**src/rtl/button_conditioner.sv**
```systemverilog
// Push-button conditioner: two-flop synchronizer, per-key debounce FSM, press pulses,
// and a slow buttonClock with butt_n realigned to its falling edge.
module button_conditioner #(
  parameter int DEBOUNCE_CYCLES = 1000000,
  parameter int TICK_CYCLES     = 1250000
) (
  input  logic       clock,
  input  logic       reset,
  input  logic [3:0] key_n,
  output logic [3:0] butt_n,
  output logic       buttonClock,
  output logic [3:0] press_pulse,
  output logic [3:0] held
);

  localparam int CW = $clog2(DEBOUNCE_CYCLES);
  localparam int TW = (TICK_CYCLES > 1) ? $clog2(TICK_CYCLES) : 1;
  localparam logic [CW-1:0] CNT_LAST  = CW'(DEBOUNCE_CYCLES - 2);
  localparam logic [TW-1:0] TICK_LAST = TW'(TICK_CYCLES - 1);

  typedef enum logic [1:0] {
    RELEASED,
    PRESS_WAIT,
    PRESSED,
    RELEASE_WAIT
  } key_state_t;

  logic [3:0]    sync1;
  logic [3:0]    sync2;
  logic [TW-1:0] tick_cnt;

  // NOTE: sequential state always uses non-blocking assignments so every flop samples pre-edge values.
  always_ff @(posedge clock or posedge reset) begin
    if (reset) begin
      sync1 <= 4'b1111;
      sync2 <= 4'b1111;
    end else begin
      sync1 <= key_n;
      sync2 <= sync1;
    end
  end

  for (genvar gi = 0; gi < 4; gi++) begin : g_key
    key_state_t    state;
    logic [CW-1:0] cnt;
    logic          key_held;
    logic          key_pulse;

    // NOTE: held and press_pulse are set on the transition edge itself, so they stay glitch-free registers.
    always_ff @(posedge clock or posedge reset) begin
      if (reset) begin
        state     <= RELEASED;
        cnt       <= '0;
        key_held  <= 1'b0;
        key_pulse <= 1'b0;
      end else begin
        key_pulse <= 1'b0;
        case (state)
          RELEASED: begin
            if (!sync2[gi]) begin
              state <= PRESS_WAIT;
              cnt   <= '0;
            end
          end
          PRESS_WAIT: begin
            if (sync2[gi]) begin
              state <= RELEASED;
            end else if (cnt == CNT_LAST) begin
              state     <= PRESSED;
              key_held  <= 1'b1;
              key_pulse <= 1'b1;
            end else begin
              cnt <= cnt + CW'(1);
            end
          end
          PRESSED: begin
            if (sync2[gi]) begin
              state <= RELEASE_WAIT;
              cnt   <= '0;
            end
          end
          RELEASE_WAIT: begin
            // A bounce back to pressed returns silently: no new press pulse.
            if (!sync2[gi]) begin
              state <= PRESSED;
            end else if (cnt == CNT_LAST) begin
              state    <= RELEASED;
              key_held <= 1'b0;
            end else begin
              cnt <= cnt + CW'(1);
            end
          end
          default: state <= RELEASED;
        endcase
      end
    end

    assign held[gi]        = key_held;
    assign press_pulse[gi] = key_pulse;
  end

  // butt_n only changes on the buttonClock falling edge, giving a full half-period of setup before each rise.
  always_ff @(posedge clock or posedge reset) begin
    if (reset) begin
      tick_cnt    <= '0;
      buttonClock <= 1'b0;
      butt_n      <= 4'b1111;
    end else if (tick_cnt == TICK_LAST) begin
      tick_cnt    <= '0;
      buttonClock <= ~buttonClock;
      if (buttonClock) begin
        butt_n <= ~held;
      end
    end else begin
      tick_cnt <= tick_cnt + TW'(1);
    end
  end

endmodule
```
**config.mk**
```make
export PLATFORM = sky130hd
export DESIGN_NAME = button_conditioner
export DESIGN_NICKNAME = d
export VERILOG_FILES = /design/src/rtl/button_conditioner.sv
export SDC_FILE = /design/constraint.sdc
export NUM_CORES = 1
export LEC_CHECK = 0
export CAP_MARGIN = 10
export CORE_MARGIN = 2
export CORE_UTILIZATION = 50
export DETAILED_ROUTE_END_ITERATION = 8
export PLACE_DENSITY = 0.75
export REMOVE_ABC_BUFFERS = 1
export SLEW_MARGIN = 20
export SYNTH_ARGS = -nofsm -noshare
export SYNTH_HDL_FRONTEND = slang
export SYNTH_SLANG_ARGS = --single-unit
```
**constraint.sdc**
```tcl
create_clock -name clock -period 5.2 [get_ports clock]
set_input_delay 0.52 -clock clock [delete_from_list [all_inputs] [get_ports clock]]
set_output_delay 0.52 -clock clock [all_outputs]
set_load 0.1 [all_outputs]
```
==> results of run 1 <==
-- synthesized netlist by cell type (4+ instances only) --
| master | count | area (um^2) |
|---|---|---|
| dfrtp_1 | 118 | 2950 |
| nand2_1 | 79 | 297 |
| nor2_1 | 57 | 214 |
| nand3_1 | 54 | 270 |
| o21ai_0 | 44 | 220 |
| nand4_1 | 26 | 163 |
| nor3_1 | 22 | 110 |
| xnor2_1 | 22 | 193 |
| xor2_1 | 22 | 193 |
| inv_1 | 21 | 78.8 |
| clkbuf_1 | 19 | 71.3 |
| a21oi_1 | 18 | 90.1 |
| nor4_1 | 18 | 113 |
| o31ai_1 | 15 | 113 |
| dfstp_2 | 12 | 315 |
| mux2i_1 | 12 | 120 |
| and4_1 | 10 | 87.6 |
| a31oi_1 | 9 | 56.3 |
| and3_1 | 9 | 56.3 |
| ha_1 | 9 | 113 |
| a22o_1 | 8 | 70.1 |
| buf_4 | 8 | 60.1 |
| nor4b_1 | 7 | 61.3 |
| or4_1 | 6 | 45.0 |
| and2_1 | 5 | 31.3 |
| nor2b_1 | 5 | 31.3 |
| o211ai_1 | 5 | 37.5 |
| or4b_2 | 4 | 40.0 |
-- cell type report --
type / instances / area (um^2)
sequential: 130 / 3270
timing repair buffer: 21 / 203
clock buffer: 21 / 450
inverter: 22 / 87.6
fill: 1108 / 5610
tap: 176 / 220
clock inverter: 11 / 136
multi-input combinational: 523 / 3220
-- worst max-delay path by stage --
stage,end,slack [ns]
after floorplan,async pin,1.23
after global placement,g_key[1].cnt[12],2.81
after detailed placement,g_key[1].cnt[15],2.74
after CTS,butt_n[2],2.58
after global routing,butt_n[2],2.56
final,butt_n[1],2.61
-- cell families (layout without fill, tap and decap cells) --
group,Yosys count,count (layout),synth area share [%]
buf+inv,53,75,3.56
xor+xnor,44,44,5.74
flops,130,130,48.7
mux,12,12,1.79
compound gates,133,133,13.1
fa+ha+maj,9,9,1.68
simple gates,325,325,25.5
-- sequential cells by signal (all words and copies together), names as in the netlist, named ones only --
signal	cells
butt_n	4
g_key.cnt	80
buttonClock	1
sync2	4
sync1	4
g_key.key_held	4
tick_cnt	21
g_key.key_pulse	4
g_key.state	4
-- cell usage in the layout (no fill, tap or decap), types with 18 or more instances in the layout --
master	instances
inv_1	20
dfrtp_1	118
xor2_1	22
nor2_1	57
o21ai_0	44
nand2_1	79
nand4_1	26
xnor2_1	22
nor3_1	22
clkdlybuf4s50_1	18
a21oi_1	18
nand3_1	54
-- per-stage QoR --
step,total power (W),setup slack (ns),cells,hold WS [ns],utilization [%]
2_1_floorplan,0.00115,1.23,675,0.345,-
3_3_place_gp,0.00118,2.81,872,0.346,53.0
3_5_place_dp,0.00119,2.74,872,0.348,53.0
4_1_cts,0.00238,2.58,904,0.356,57.4
5_1_grt,0.00245,2.56,904,0.358,57.5
6_report,0.00236,2.61,904,0.355,57.5
-- per-layer routing --
layer / GRT usage [%] / vias up / share of wire, %
met5: 0 / - / 0
li1: - / 2603 / -
met3: 5.51 / 17 / 4.8
met1: 28.9 / 2695 / 47
met2: 32.5 / 152 / 47
met4: 6.54 / 0 / 1.1
-- power by group --
part / internal [W] / switching [W] / leakage (nW)
clock: 0.000761 / 0.000425 / 0.290
combinational: 0.0000315 / 0.0000649 / 1.16
sequential: 0.00104 / 0.0000390 / 1.74
total: 0.00183 / 0.000529 / 3.19
==> out/qor.yml, run 1 <==
yosysWarningCount: 0
skew_ns: 0.00607
dieWidth_um: 120
cts.htree.levels: 4
drive_above_1_share_pct: 8.10
min_from: "sync1[2]"
place_area_um2: 6990
syn_area_per_cell_um2: 9.51
cp-end-kind: "output port"
rrSetupSlack_ns: 2.89
cts_resized: 0
cts_root_buf: "clkbuf_16"
reg2reg_depth: 6
hold_depth: 0
tightestPinTransition_ns: 1.03
clk_path_buf_depth: 2
critical_path_class: "reg -> out"
vias_per_cell: 6.05
p_leak_nw: 3.19
grt_antenna_before_repair: 0
rr_startpoint: "g_key[3].cnt[6]"
grt_use_total_pct: 21.0
critPathSlowestCell: "clkdlybuf4s50_1"
path_depth: 1
overflow: 0
fmax_mhz: 386
nets: 730
path_delay_family: "buffers and inverters"
cap_violations: 0
gp_congestion: 0.919
rsz0062_at_grt: "false"
postCtsHoldBufs: 0
arrival_ns: 2.07
irDropWorstVdd_mv: 0.212
cp-start-kind: "flop"
cts_buffers: 17
vias: 5467
antenna_left: 0
crit_path_max_incr_delay_ns: 1.13
cp.required_ns: 4.68
die_h_um: 120
crit_buf_inv: 1
design_area_um2: 7580
min_period_over_period_pct: 49.9
slew_viol_final: 0
cts_num_sinks: 130
cts_tree: "done"
synth_area_um2: 6710
timing.rr.end: "g_key[3].cnt[10]"
drt_pre_antenna_iters: 5
power.density_nw_per_um2: 311
routed_wl_mm: 14.2
antenna_cells: 0
finalHoldViolCount: 0
grt_max_degree: 88
core_area_um2: 13200
slew_headroom_pct: 30.8
start_util_pct: 50.9
setup_violations: 0
pin_count: 19
insertion_delay_ns: 0.41
die_area_um2: 14400
synthFlopType: "dfrtp_1"
startpoint: "butt_n[1]"
status: "finished clean"
wl_per_cell_um: 15.7
synth.ff_latch_count: 130
drt_iter0_drc: 495
post_cts_buffers: 0
dp_hpwl_mm: 9.30
worstPathMaxFanout: 2
grt_pass1_wl_mm: 24.5
synthCells: 706
clkTransAtPathRegs_ns: 0.06
holdPathEnd: "sync2[2]"
post-route-drc-count: 0
fp-row-count: 42
synth_edf_count: 0
worstHoldPathType: "reg -> reg"
finalSetupTns_ns: 0
areaGrowthSynthToFinish_pct: 12.9
fin_crit_ns: 2.59
io_buffer_count: 18
ys_seq_area_share_pct: 48.7
async_flop_share_pct: 100
ys_types: 64
worstPathCellList: "clkdlybuf4s50_1"
grt_pass1_vias: 5112
(Power assumes the default switching activity.)
==> inputs of run 2 (changes only) <==
--- a/config.mk
+++ b/config.mk
@@ -9,7 +9,7 @@
 export CORE_MARGIN = 2
 export CORE_UTILIZATION = 50
 export DETAILED_ROUTE_END_ITERATION = 8
-export PLACE_DENSITY = 0.75
+export PLACE_DENSITY = 0.77
 export REMOVE_ABC_BUFFERS = 1
 export SLEW_MARGIN = 20
 export SYNTH_ARGS = -nofsm -noshare
==> constraint.sdc (replaced) <==
create_clock -name clock -period 2.2 [get_ports clock]
set_input_delay 0.22 -clock clock [delete_from_list [all_inputs] [get_ports clock]]
set_output_delay 0.22 -clock clock [all_outputs]
set_load 0.1 [all_outputs]
==> run 2 against run 1 <==
Against the previous run: core utilization grew 1.8 points; die area is the same; critical path depth grew 7; highest routed layer unchanged; combinational power grew to 2.8 times the previous value; worst setup slack lost 2.5 ns; cell count grew 3.5%; sequential cell count is the same; total power grew 130%; clock skew is essentially flat.
==> out/qor.yml, run 2 (synthesized netlist as in run 1, its figures left out) <==
dieWidth_um: 120
grt_max_degree: 67
startpoint: "g_key[3].cnt[0]"
overflow: 0
fp-row-count: 42
slew_headroom_pct: 58.3
cap_violations: 0
power.density_nw_per_um2: 708
arrival_ns: 2.41
routed_wl_mm: 14.6
areaGrowthSynthToFinish_pct: 16.5
worstPathMaxFanout: 7
cts_num_sinks: 130
irDropWorstVdd_mv: 0.571
post-route-drc-count: 0
final.setup.worst_slack_ns: 0.0934
finalSetupTns_ns: 0
core_area_um2: 13200
largest_reg_flops: 80
insertion_delay_ns: 0.43
clk_path_buf_depth: 2
die_area_um2: 14400
final_cell_mix: "118 x dfrtp_1, 79 x nand2_1, 57 x nor2_1, 54 x nand3_1"
grt_antenna_before_repair: 0
finalHoldViolCount: 0
drt_iter0_drc: 671
pin_count: 19
worstHoldPathType: "in -> reg"
drt_pre_antenna_iters: 8
rsz0062_at_grt: "false"
status: "finished clean"
wl_per_cell_um: 15.6
dp_hpwl_mm: 9.90
tightestPinTransition_ns: 0.621
min_period_over_period_pct: 95.8
fin_crit_ns: 2.11
clkTransAtPathRegs_ns: 0.06
die_h_um: 120
nets: 762
final-seq-area_um2: 3270
fmax_mhz: 475
layout_commonest_cell: "dfrtp_1"
top_register: "g_key.cnt"
p_leak_nw: 3.37
timing.rr.end: "g_key[3].cnt[16]"
slew_viol_final: 0
cts_tree: "done"
vias: 5591
reg2reg_depth: 8
drive_above_1_share_pct: 14.2
antenna_cells: 0
crit_path_end: "g_key[3].cnt[16]"
place_ws_ns: 0.0525
cts_root_buf: "clkbuf_16"
grt_use_total_pct: 21.5
io_buffer_count: 18
skew_ns: 0.00640
cts.htree.levels: 4
multiInputGateArea_um2: 3230
final.fill_count: 1087
start_util_pct: 50.9
gp_congestion: 0.901
setup_violations: 0
top_regs: "g_key.cnt x80, tick_cnt x21"
rr_startpoint: "g_key[3].cnt[0]"
cp.required_ns: 2.50
critical_path_class: "reg -> reg"
antenna_left: 0
postCtsHoldBufs: 0
rrSetupSlack_ns: 0.09
grt_pass1_wl_mm: 24.8
vias_per_cell: 5.97
grt_pass1_vias: 5234
cp-end-kind: "flop"
cp-start-kind: "flop"
cts_buffers: 17
run 2: routing by layer:
metal	track usage (%)	vias to the layer above	part of all wire, %	wire length [um]
li1	-	2667	-	-
met1	27.7	2740	44	6420
met3	4.71	28	4.7	681
met5	0	-	0	0
met2	34.7	156	49	7180
met4	9.78	0	2.2	315
run 2: area by class of cell:
cell class	count	area share [%]
clock inverter	15	1.89
sequential	130	41.8
clock buffer	17	5.44
inverter	22	1.09
multi-input combinational	523	41.3
tap	176	2.82
timing repair buffer	53	5.66
run 2: critical path, stage by stage, from the launching register on:
cell,delay (ns)
dfrtp_1,0.45
inv_1,0.09
ha_1,0.19
nand3_1,0.09
or4_4,0.54
o21ai_4,0.29
buf_4,0.17
nand2_1,0.05
o311ai_1,0.11
run 2: worst min-delay path by stage:
stage | startpoint | endpoint | cells past startpoint
after CTS | key_n[3] | sync1[3] | 1
after global routing | key_n[2] | sync1[2] | 1
after floorplan | key_n[0] | sync1[0] | 0
final | key_n[2] | sync1[2] | 1
after global placement | sync1[2] | sync2[2] | 0
after detailed placement | sync1[2] | sync2[2] | 0
run 2: repair_timing:
item / CTS / global route
buffers inserted: 0 / 3
resized for setup: 0 / 5
setup endpoints to repair: 0 / 11
run 2: report_power, final:
part | leakage (nW) | switching, W | internal [W]
clock network | 0.268 | 0.00115 | 0.00158
registers | 1.74 | 0.0000841 | 0.00245
logic | 1.36 | 0.000168 | 0.000104
run 2: stage by stage:
stage	utilization (%)	instances	hold WS (ns)	power, W	cell area (um^2)
final	59.3	936	0.196	0.00553	7820
after CTS	58.9	933	0.184	0.00557	7770
after global routing	59.3	936	0.188	0.00574	7820
after detailed placement	54.6	901	0.349	0.00283	7200
after global placement	54.6	901	0.348	0.00282	7200
after floorplan	-	675	0.224	0.00272	6560
==> inputs of run 3 (changes only) <==
--- a/config.mk
+++ b/config.mk
@@ -6,7 +6,7 @@
 export NUM_CORES = 1
 export LEC_CHECK = 0
 export CAP_MARGIN = 10
-export CORE_MARGIN = 2
+export CORE_MARGIN = 10
 export CORE_UTILIZATION = 50
 export DETAILED_ROUTE_END_ITERATION = 8
 export PLACE_DENSITY = 0.77
==> run 3 against run 2 <==
Against the previous run: clock power down 5%; count of clock-buffer cells in the layout up 4; worst setup slack improved by 0.011 ns; sequential power about the same; global-route usage fell by 4.8 points; total power shrank 2.6%; die area rose by 28%; wire length up 2.1%; highest routed layer unchanged.
==> out/qor.yml, run 3 (synthesized netlist as in run 1, its figures left out) <==
setup_violations: 0
gp_congestion: 0.903
cp-end-kind: "flop"
top_register: "g_key.cnt"
met3_usage_pct: 3.95
die_area_um2: 18500
arrival_ns: 2.39
top_regs: "g_key.cnt x80, tick_cnt x21"
cp-start-kind: "flop"
antenna_left: 0
wl_per_cell_um: 15.9
nets: 762
start_util_pct: 50.9
worstHoldPathType: "in -> async"
path_delay_family: "simple AND/OR/NAND/NOR gates"
layout_commonest_cell: "dfrtp_1"
crit_path_end: "g_key[3].cnt[10]"
grt_use_met1_pct: 21.8
fin_hold_ws_ns: 0.148
slew_headroom_pct: 53.0
critical_path_class: "reg -> reg"
pin_count: 19
crit_buf_inv: 1
min_period_over_period_pct: 95.2
grt_pass1_vias: 5279
finalSetupTns_ns: 0
vias_per_cell: 5.97
skew_ns: 0.00635
vias: 5587
reg2reg_depth: 6
timing.rr.end: "g_key[3].cnt[10]"
finalHoldViolCount: 0
startpoint: "g_key[3].cnt[6]"
insertion_delay_ns: 0.42
critPathSlowestCell: "or4b_1"
clk_path_buf_depth: 2
fin_crit_ns: 2.10
grt_antenna_before_repair: 0
worstPathCellList: "or4b_1 -> or4_4 -> o21ai_4 -> inv_2 -> nand2_2 -> o21ai_0"
cts_num_sinks: 130
cp.required_ns: 2.49
io_buffer_count: 18
final.fill_count: 1088
grt.met2_usage_pct: 26.0
drive_above_1_share_pct: 13.9
rrSetupSlack_ns: 0.10
clkTransAtPathRegs_ns: 0.06
slew_viol_final: 0
worstPathMaxFanout: 7
tightestPinTransition_ns: 0.700
dieWidth_um: 136
antenna_cells: 0
place_ws_ns: 0.0391
path_depth: 6
irDropWorstVdd_mv: 0.494
cap_violations: 0
final.setup.worst_slack_ns: 0.105
die_h_um: 136
overflow: 0
cts_buffers: 17
routed_wl_mm: 14.9
cts_tree: "done"
fmax_mhz: 477
drt_iter0_drc: 606
areaGrowthSynthToFinish_pct: 15.9
power.density_nw_per_um2: 693
power.total_w: 0.00539
cts_root_buf: "clkbuf_16"
cts.htree.levels: 4
grt_max_degree: 40
crit_path_max_incr_delay_ns: 0.54
dp_hpwl_mm: 10.2
drt_pre_antenna_iters: 5
busiest_layer: "met2"
postCtsHoldBufs: 0
p_leak_nw: 3.36
rr_startpoint: "g_key[3].cnt[6]"
grt_use_total_pct: 16.7
core_area_um2: 13200
grt_pass1_wl_mm: 25.4
largest_reg_flops: 80
utilization_pct: 59.0
final_cell_mix: "118 x dfrtp_1, 79 x nand2_1, 56 x nor2_1, 54 x nand3_1, 45 x buf_4"
fp-row-count: 42
post-route-drc-count: 0
status: "finished clean"
==> run 3: changes by cell type in the layout (fill, tap and decap cells not counted), moves of 3 or more <==
cell      previous run  this run
inv_6                7         0
clkinv_2             0         6
clkbuf_1             0         3
clkinv_4             3         0
==> run 3: final cells by class <==
cell class	instances	area (um^2)	share of cell area (%)
clock buffer	21	450	5.79
clock inverter	11	90.1	1.16
inverter	22	85.1	1.09
multi-input combinational	523	3230	41.5
sequential	130	3270	42.0
tap	176	220	2.83
timing repair buffer	53	439	5.64
==> run 3: metrics by stage <==
| step | instance area, um^2 | std cells |
|---|---|---|
| 6_report | 7780 | 936 |
| 2_1_floorplan | 6560 | 675 |
| 3_5_place_dp | 7210 | 902 |
| 3_3_place_gp | 7210 | 902 |
| 5_1_grt | 7780 | 936 |
| 4_1_cts | 7750 | 934 |
==> run 3: worst min path at each step <==
stage / from / end / cells after the start
2_1_floorplan: key_n[0] / sync1[0] / 0
3_3_place_gp: sync1[0] / sync2[0] / 0
3_5_place_dp: sync1[1] / sync2[1] / 0
4_1_cts: reset / g_key[1].cnt[16] / 2
5_1_grt: reset / g_key[1].cnt[18] / 2
6_report: reset / g_key[1].cnt[15] / 2
==> run 3: what timing repair did <==
action,in CTS,in global routing
buffers inserted,0,2
hold endpoints to repair,0,0
gates resized for setup,0,4
setup endpoints to repair,0,9
==> run 3: power breakdown <==
group	total, W	internal, W	switching (W)
Clock	0.00259	0.00157	0.00103
Sequential	0.00253	0.00245	0.0000845
Combinational	0.000269	0.000103	0.000166
Total	0.00539	0.00411	0.00128
==> run 3: routing by layer <==
metal  wire [um]  part of all wire, %
met1        6720                   45
met2        7150                   48
met3         733                  4.9
met4         304                  2.0
met5           0                    0
